File: src/rtl/uart_rx_core.sv
// uart_rx_core: 16x oversampling UART receiver with a first-word-fall-through
// RX FIFO read through a valid/ready handshake.
// Build option: define UART_RX_MAJORITY_EN to decide each bit (start check
// included) by 2-of-3 majority of the samples at os_cnt 7/8/9. Without it,
// the single sample at os_cnt 8 is used. Frame timing is the same either way.
module uart_rx_core #(
  parameter int unsigned FIFO_DEPTH = 4,
  parameter int unsigned FW         = $clog2(FIFO_DEPTH) + 1
) (
  input  logic          app_clk,
  input  logic          reset_n,
  input  logic          cfg_rx_en,
  input  logic [11:0]   cfg_baud,
  input  logic [1:0]    cfg_data_bits,
  input  logic          cfg_stop_2,
  input  logic          cfg_parity_en,
  input  logic          cfg_even_par,
  input  logic          rxd,
  output logic [7:0]    rx_data,
  output logic          rx_perr,
  output logic          rx_ferr,
  output logic          rx_valid,
  input  logic          rx_ready,
  output logic [FW-1:0] rx_fifo_cnt,
  output logic          rx_overrun,
  input  logic          err_clr,
  output logic          rx_busy
);

  localparam int unsigned AW = $clog2(FIFO_DEPTH);

  typedef enum logic [2:0] {
    ST_IDLE, ST_START, ST_DATA, ST_PARITY, ST_STOP1, ST_STOP2, ST_BREAK
  } state_t;

  typedef struct packed {
    logic       ferr;
    logic       perr;
    logic [7:0] data;
  } rx_word_t;

  logic rxd_m, rxd_s, rxd_d;
  logic [11:0] baud_cnt;
  logic tick;
  state_t state_q;
  logic [3:0] os_cnt;
  logic [2:0] bit_idx;
  logic [7:0] shift_q;
  logic perr_q, ferr_q, stop0_q;
  logic s8_q;
  logic bit_v, mid_pt, last_bit, ferr_fin, all0_fin, brk_fin;
  logic push_q;
  rx_word_t push_word;

  // Two-flop synchronizer plus one delay stage for falling-edge detection
  always_ff @(posedge app_clk or negedge reset_n) begin
    if (!reset_n) begin
      rxd_m <= 1'b1;
      rxd_s <= 1'b1;
      rxd_d <= 1'b1;
    end else begin
      rxd_m <= rxd;
      rxd_s <= rxd_m;
      rxd_d <= rxd_s;
    end
  end

  assign tick = cfg_rx_en && (baud_cnt == 12'd0);

  // Oversample tick divider; held in reload while the receiver is off
  always_ff @(posedge app_clk or negedge reset_n) begin
    if (!reset_n) begin
      baud_cnt <= 12'd0;
    end else if (!cfg_rx_en || tick) begin
      baud_cnt <= cfg_baud;
    end else begin
      baud_cnt <= baud_cnt - 12'd1;
    end
  end

  // Mid-bit sample capture; the bit decision is taken at os_cnt 9
`ifdef UART_RX_MAJORITY_EN
  logic s7_q;
  always_ff @(posedge app_clk or negedge reset_n) begin
    if (!reset_n) begin
      s7_q <= 1'b1;
      s8_q <= 1'b1;
    end else if (tick) begin
      if (os_cnt == 4'd7) s7_q <= rxd_s;
      if (os_cnt == 4'd8) s8_q <= rxd_s;
    end
  end
  assign bit_v = (s7_q & s8_q) | (s7_q & rxd_s) | (s8_q & rxd_s);
`else
  always_ff @(posedge app_clk or negedge reset_n) begin
    if (!reset_n) begin
      s8_q <= 1'b1;
    end else if (tick && (os_cnt == 4'd8)) begin
      s8_q <= rxd_s;
    end
  end
  assign bit_v = s8_q;
`endif

  assign mid_pt   = tick && (os_cnt == 4'd9);
  assign last_bit = (bit_idx == (3'(cfg_data_bits) + 3'd4));
  assign ferr_fin = ((state_q == ST_STOP2) ? ferr_q : 1'b0) | ~bit_v;
  assign all0_fin = ((state_q == ST_STOP2) ? stop0_q : 1'b1) & ~bit_v;
  assign brk_fin  = all0_fin && (shift_q == 8'd0);

  // Frame FSM: start validation, data shift, parity/stop checks, push request
  always_ff @(posedge app_clk or negedge reset_n) begin
    if (!reset_n) begin
      state_q   <= ST_IDLE;
      os_cnt    <= 4'd0;
      bit_idx   <= 3'd0;
      shift_q   <= 8'd0;
      perr_q    <= 1'b0;
      ferr_q    <= 1'b0;
      stop0_q   <= 1'b0;
      push_q    <= 1'b0;
      push_word <= '0;
    end else begin
      push_q <= 1'b0;
      if (!cfg_rx_en) begin
        state_q <= ST_IDLE;
        os_cnt  <= 4'd0;
      end else begin
        case (state_q)
          ST_IDLE: begin
            if (rxd_d && !rxd_s) begin
              state_q <= ST_START;
              os_cnt  <= 4'd0;
            end
          end
          ST_BREAK: begin
            if (rxd_s) state_q <= ST_IDLE;
          end
          default: begin
            if (tick) os_cnt <= os_cnt + 4'd1;
            if (mid_pt) begin
              case (state_q)
                ST_START: begin
                  if (bit_v) begin
                    state_q <= ST_IDLE;
                  end else begin
                    state_q <= ST_DATA;
                    bit_idx <= 3'd0;
                    shift_q <= 8'd0;
                    perr_q  <= 1'b0;
                    ferr_q  <= 1'b0;
                  end
                end
                ST_DATA: begin
                  shift_q[bit_idx] <= bit_v;
                  bit_idx          <= bit_idx + 3'd1;
                  if (last_bit) state_q <= cfg_parity_en ? ST_PARITY : ST_STOP1;
                end
                ST_PARITY: begin
                  perr_q  <= (^shift_q) ^ bit_v ^ ~cfg_even_par;
                  state_q <= ST_STOP1;
                end
                ST_STOP1, ST_STOP2: begin
                  ferr_q  <= ferr_fin;
                  stop0_q <= all0_fin;
                  if ((state_q == ST_STOP1) && cfg_stop_2) begin
                    state_q <= ST_STOP2;
                  end else begin
                    push_q    <= 1'b1;
                    push_word <= '{ferr: ferr_fin, perr: perr_q, data: shift_q};
                    state_q   <= brk_fin ? ST_BREAK : ST_IDLE;
                  end
                end
                default: ;
              endcase
            end
          end
        endcase
      end
    end
  end

  assign rx_busy = (state_q != ST_IDLE);

  rx_word_t mem [FIFO_DEPTH];
  rx_word_t last_q, head;
  logic [AW-1:0] wr_ptr, rd_ptr;
  logic full, pop, wr_en;

  assign full  = (rx_fifo_cnt == FW'(FIFO_DEPTH));
  assign pop   = rx_valid && rx_ready;
  assign wr_en = push_q && (!full || pop);

  // RX FIFO storage, pointers, occupancy and sticky overrun
  always_ff @(posedge app_clk or negedge reset_n) begin
    if (!reset_n) begin
      for (int unsigned i = 0; i < FIFO_DEPTH; i++) mem[i] <= '0;
      last_q      <= '0;
      wr_ptr      <= '0;
      rd_ptr      <= '0;
      rx_fifo_cnt <= '0;
      rx_overrun  <= 1'b0;
    end else begin
      if (wr_en) begin
        mem[wr_ptr] <= push_word;
        wr_ptr      <= wr_ptr + AW'(1);
      end
      if (pop) begin
        last_q <= mem[rd_ptr];
        rd_ptr <= rd_ptr + AW'(1);
      end
      rx_fifo_cnt <= rx_fifo_cnt + FW'(wr_en) - FW'(pop);
      if (push_q && full && !pop) begin
        rx_overrun <= 1'b1;
      end else if (err_clr) begin
        rx_overrun <= 1'b0;
      end
    end
  end

  assign rx_valid = (rx_fifo_cnt != FW'(0));
  assign head     = rx_valid ? mem[rd_ptr] : last_q;
  assign rx_data  = head.data;
  assign rx_perr  = head.perr;
  assign rx_ferr  = head.ferr;

endmodule

File: config.mk
export PLATFORM = sky130hd
export DESIGN_NAME = uart_rx_core
export DESIGN_NICKNAME = d
export VERILOG_FILES = /design/src/rtl/uart_rx_core.sv
export SDC_FILE = /design/constraint.sdc
export NUM_CORES = 1
export LEC_CHECK = 0
export ABC_AREA = 1
export CELL_PAD_IN_SITES_DETAIL_PLACEMENT = 0
export CELL_PAD_IN_SITES_GLOBAL_PLACEMENT = 2
export CORE_UTILIZATION = 39
export CTS_CLUSTER_DIAMETER = 80
export DETAILED_ROUTE_END_ITERATION = 10
export PLACE_DENSITY_LB_ADDON = 0.1
export SETUP_SLACK_MARGIN = 0.3
export SLEW_MARGIN = 30
export SYNTH_ARGS = -nofsm -noshare
export SYNTH_HDL_FRONTEND = slang
export SYNTH_SLANG_ARGS = --single-unit
File: constraint.sdc
create_clock -name app_clk -period 4 [get_ports app_clk]
set_input_delay 0.8 -clock app_clk [delete_from_list [all_inputs] [get_ports app_clk]]
set_output_delay 0.8 -clock app_clk [all_outputs]
set_load 0.1 [all_outputs]
== Word-level counts from Yosys, hierarchy flattened ==
Cells that the tools add are included.

* Register bits: 106
* Bits of input ports: 23
* Logic and storage cells: 155

* Add/sub/neg operators: 8
* Magnitude comparators: 5
* Equal/unequal tests: 18
* Mux-type cells: 42
* Bitwise gates (word level): 10
* Reductions and logical operators: 37

{| class="wikitable"
|+ Operator list
! operator !! number
|-
| 40-bit bitwise mux || 1
|-
| 10-bit 2-to-1 mux || 4
|-
| 3-bit 2-to-1 mux || 9
|-
| 5-bit AND reduction || 5
|-
| 10-bit binary-select mux with 2-bit select || 1
|-
| 10-bit demux with 2-bit select || 1
|-
| 8-bit one-hot mux with 2 select lines || 1
|-
| 3-bit equality test, second input constant || 4
|-
| 1-bit logical AND || 12
|-
| 12-bit logical NOT || 1
|-
| 12-bit 2-to-1 mux || 1
|-
| 4-bit 2-to-1 mux || 3
|-
| 3-bit one-hot mux with 2 select lines || 2
|-
| 3-bit one-hot mux with 4 select lines || 1
|-
| 12-bit by 1-bit subtractor with 12-bit output, second input constant || 1
|-
| 1-bit 2-to-1 mux || 11
|-
| 8-bit bitwise mux || 1
|-
| 4-bit equality test, second input constant || 2
|-
| 8-bit logical NOT || 1
|-
| 8-bit 2-to-1 mux || 1
|-
| 4-bit one-hot mux with 2 select lines || 1
|-
| 2-bit nonzero test || 4
|-
| 8-bit parity || 1
|-
| 7-bit by 1-bit != test with 1-bit output, second input constant || 1
|-
| 33 further kinds || 50
|}

== Logic depth before layout (Yosys ltp) ==
* Word-level depth: 10
* Mapped depth: 13

== Least setup slack after synthesis ==
Ideal clock, no wire load.

* Path type: flip-flop to output port
* From: register rx_fifo_cnt[1]
* To: output rx_data[0]
* Arrival: 4.295 ns
* Setup slack: -1.095 ns
* Stages on the path, launching flop included: 6
* Cell sequence: dfrtp_1 nor2_1 nand2_1 inv_1 clkbuf_1 o21ai_0

* Longest elaborated chain between the ends: 2

{| class="wikitable"
|+ RTL lines
! item !! line !! RTL
|-
| from (decl) || 24 || <nowiki>output logic [FW-1:0] rx_fifo_cnt,</nowiki>
|-
| from (signal assigned) || 212 || <nowiki>rx_fifo_cnt <= rx_fifo_cnt + FW'(wr_en) - FW'(pop);</nowiki>
|-
| 3-bit nonzero test || 221 || <nowiki>assign rx_valid = (rx_fifo_cnt != FW'(0));</nowiki>
|-
| via rx_valid || 22 || <nowiki>output logic rx_valid,</nowiki>
|-
| 10-bit 2-to-1 mux || 222 || <nowiki>assign head = rx_valid ? mem[rd_ptr] : last_q;</nowiki>
|-
| to (decl) || 19 || <nowiki>output logic [7:0] rx_data,</nowiki>
|}

The timed path passes the listed nets, and every way through them passes these cells.

== Worst setup path after layout ==
* From: register rx_fifo_cnt[1]
* To: output rx_data[5]

* Longest elaborated chain between the ends: 2

{| class="wikitable"
|+ RTL lines
! item !! line
|-
| 3-bit nonzero test || 221
|-
| 10-bit 2-to-1 mux || 222
|}

No other way between the ends.

==> out/metrics.csv <==
stage;metric;value;unit
floorplanning;Starting Density;39.93;%
routing;drt first pass iters;4;
synthesis;Synth Cell Area;0.005543;mm2
worst_setup_path;worst-path maximum fanout;18;
clocking;Worst-path clk slew;0.07;ns
clocking;post-cts gate resize count;0;
clocking;cts bufs inserted;9;
final_layout;fraction of layout cells with a size suffix above 1;13.55;%
worst_setup_path;Worst Path Required;3.20;ns
min_path;hold wc startpoint;rxd_m$_DFF_PN1_;
power;Worst VDD drop;375.3;uV
sta;Slew @ Worst Pin;0.9691;ns
routing;Avg WL per Cell;13.02;um
grt;gr ovfl total;0;
routing;ANT nets after route;0;
synthesis;Top FF cell, synth;dfrtp_1;
sta;final setup vio count;0;
worst_setup_path;r2r setup slk;1.29;ns
worst_setup_path;Critical Path Source Type;flop;
synthesis;count of state elements after synthesis;106;
synthesis;number of synthesized flops with an enable pin;0;
place;placed wire-length estimate;8542;um
grt;pin count of the biggest net entering global routing;61;
clocking;clk sinks;106;
synthesis;largest cells by area after synthesis;dfrtp_1 (46%), nand2_1 (10%), o21ai_0 (7.3%);
worst_setup_path;Crit. End Element;primary output;
floorplanning;die area;0.01469;mm2
sta;final critical path time including I/O delays and setup;3.063;ns
status;status;complete, no violations;
final_layout;Fillers;1384;
synthesis;Synth cell types;39;
final_layout;antenna cells;0;
floorplanning;I/O pins;39;
routing;Starting DRT DRC Count;225;
worst_setup_path;R2R Path End;rx_fifo_cnt[2]$_DFF_PN0_;
floorplanning;Rows;43;
routing;via count;4247;
synthesis;Syn Nets;706;
final_layout;Syn-to-layout area delta;16.32;%
worst_setup_path;CP Launch Point;rx_fifo_cnt[1]$_DFF_PN0_;
routing;vias per inst;4.821;
sta;setup_tns;0;ns
grt;initial antenna violation count;0;
routing;final WL;11470;um
worst_setup_path;slowest CP cell;inv_1;
min_path;Min-Delay Endpoint;rxd_s$_DFF_PN1_;
synthesis;asr flop ratio synth;100.0;%
synthesis;syn_area_per_cell;8.323;um2
grt;first-pass GRT wire length;19820;um
worst_setup_path;cells on worst reg2reg path;9;
clocking;H-tree levels;3;
job;Max-Cap Viols;0;
worst_setup_path;CP cell instances;nor2_1 > nand2_2 > inv_1 > nand2_1 > o21ai_4 > buf_4;
final_layout;Nets;738;
sta;skew final;0.007300;ns
floorplanning;die height;121.2;um
sta;Final Hold Fails;0;
worst_setup_path;worst reg2reg path startpoint;rx_fifo_cnt[1]$_DFF_PN0_;
clocking;root buf cell;clkbuf_16;
place;Port Buffer Count;38;
worst_setup_path;max incr delay on CP;0.62;ns
sta;relative slew slack;35.19;%
power;PD cells;656.8;mW/mm2
worst_setup_path;Setup CP Type;reg -> out;
synthesis;Synth Instances;666;
sta;Slew Viols, Final;0;
sta;fin crit share;76.57;%
synthesis;Synth top area share;46.05;%
worst_setup_path;Worst EP arrival;2.26;ns
synthesis;most frequent cell after synthesis;nand2_1;
clocking;Skew-Pair Late Insertion Delay;0.35;ns
clocking;post-CTS setup buffer count;0;
final_layout;post-layout util;46.45;%
min_path;Worst Hold Class;reg -> reg;
synthesis;largest area contributor in the netlist;dfrtp_1;
synthesis;Yosys Warn Count;0;
sta;Max Freq;326.5;MHz
power;P_leak;3.089;nW
clocking;CTS tree;built;
place;Post-Place Cell Area;0.006166;mm2
floorplanning;Std-Cell Core Area;0.01388;mm2
grt;Global Route Usage Sum;17.43;%
synthesis;Post-synth top cells;nand2_1 (152), dfrtp_1 (102), o21ai_0 (81), inv_1 (80), nor2_1 (49);
routing;post-route DRC violation count;0;
place;GP Congestion;0.7782;
sta;RSZ-0062 raised after global routing;no;
grt;vias in the first global route;4086;
min_path;WHS Path Cells;0;
synthesis;post-synthesis sequential area ratio;47.95;%
clocking;clock buffer depth;2;
floorplanning;Die Wd;121.2;um
clocking;cts hold-fix bufs;0;
final_layout;cell area after layout;0.006447;mm2
layer usage:
layer	routed length (um)	share of wire (%)	GRT usage, %	vias up
met2	5635	49	30.50	45
met5	0	0	0	-
met4	216	1.9	7.407	0
li1	-	-	-	2212
met3	237	2.1	2.397	12
met1	5379	47	21.41	1978
metrics by stage:
| stage | power, mW | worst slack (ns) | hold WS, ns | cells |
|---|---|---|---|---|
| CTS | 4.291 | 0.8836 | 0.3570 | 881 |
| global placement | 3.378 | 1.209 | 0.3460 | 867 |
| detailed placement | 3.398 | 1.210 | 0.3472 | 867 |
| floorplan | 2.990 | 0.3159 | 0.3452 | 666 |
| finish | 4.235 | 0.9370 | 0.3563 | 881 |
| global route | 4.480 | 0.6974 | 0.3657 | 881 |
worst max-delay path by stage:
stage                                    end  cells after the start
floorplan                         rx_data[0]                      5
global placement    rx_fifo_cnt[2]$_DFF_PN0_                      9
detailed placement  rx_fifo_cnt[2]$_DFF_PN0_                      9
CTS                               rx_data[5]                      6
global route                      rx_data[2]                      6
finish                            rx_data[5]                      6
worst max-delay path, delay by kind of cell (launching register included):
kind / cells / cell delay [ns]
buffers and inverters: 2 / 0.92
and+or+nand+nor: 3 / 0.46
DFF: 1 / 0.42
AOI/OAI and AO/OA: 1 / 0.10
sequential cells by signal, summed over array words and instances, names as in the netlist:
name / count
rxd_s: 1
wr_ptr: 2
perr_q: 1
rx_fifo_cnt: 3
os_cnt: 4
rx_overrun: 1
last_q: 10
mem: 40
rxd_m: 1
rxd_d: 1
state_q: 3
stop0_q: 1
rd_ptr: 2
baud_cnt: 12
push_q: 1
shift_q: 8
push_word: 10
bit_v: 1
bit_idx: 3
ferr_q: 1
cell usage in the layout (no fill, tap or decap), types with 7 or more instances in the layout:
cell type        count
a21oi_1             26
nand3_1             22
nand2_1            151
nand2_2              7
nor2_1              49
nand4_1             14
mux2_2              20
inv_2                9
o21ai_4             10
xor2_1              12
o21ai_0             73
ha_1                16
dfrtp_1            102
clkdlybuf4s50_1     27
buf_4               17
clkbuf_16            9
o21ai_1             14
inv_1               80
kinds of logic (layout without fill, tap and decap cells):
kind of cell | count (synthesis) | after routing | synth area share [%]
adder cells (fa/ha/maj) | 17 | 17 | 3.973
AO/OA/AOI/OAI | 129 | 129 | 11.94
buffers and inverters | 113 | 148 | 8.171
flip-flops | 106 | 106 | 47.95
AND/OR/NAND/NOR | 265 | 265 | 21.38
XOR/XNOR | 16 | 16 | 2.528
multiplexers | 20 | 20 | 4.063
layout make-up:
class | count | area [um2] | share of cell area (%)
clock buffer | 9 | 225.2 | 3.493
clock inverter | 5 | 56.30 | 0.8733
tap | 180 | 225.2 | 3.493
sequential | 106 | 2658 | 41.22
inverter | 90 | 337.8 | 5.240
multi-input combinational | 447 | 2547 | 39.51
timing repair buffer | 44 | 397.9 | 6.171
power by group:
group | internal, mW | switching, mW | leakage (nW)
combinational | 0.514 | 1.57 | 1.68
clock | 0.479 | 0.393 | 0.138
sequential | 1.18 | 0.0995 | 1.27
(Power assumes the default switching activity.)
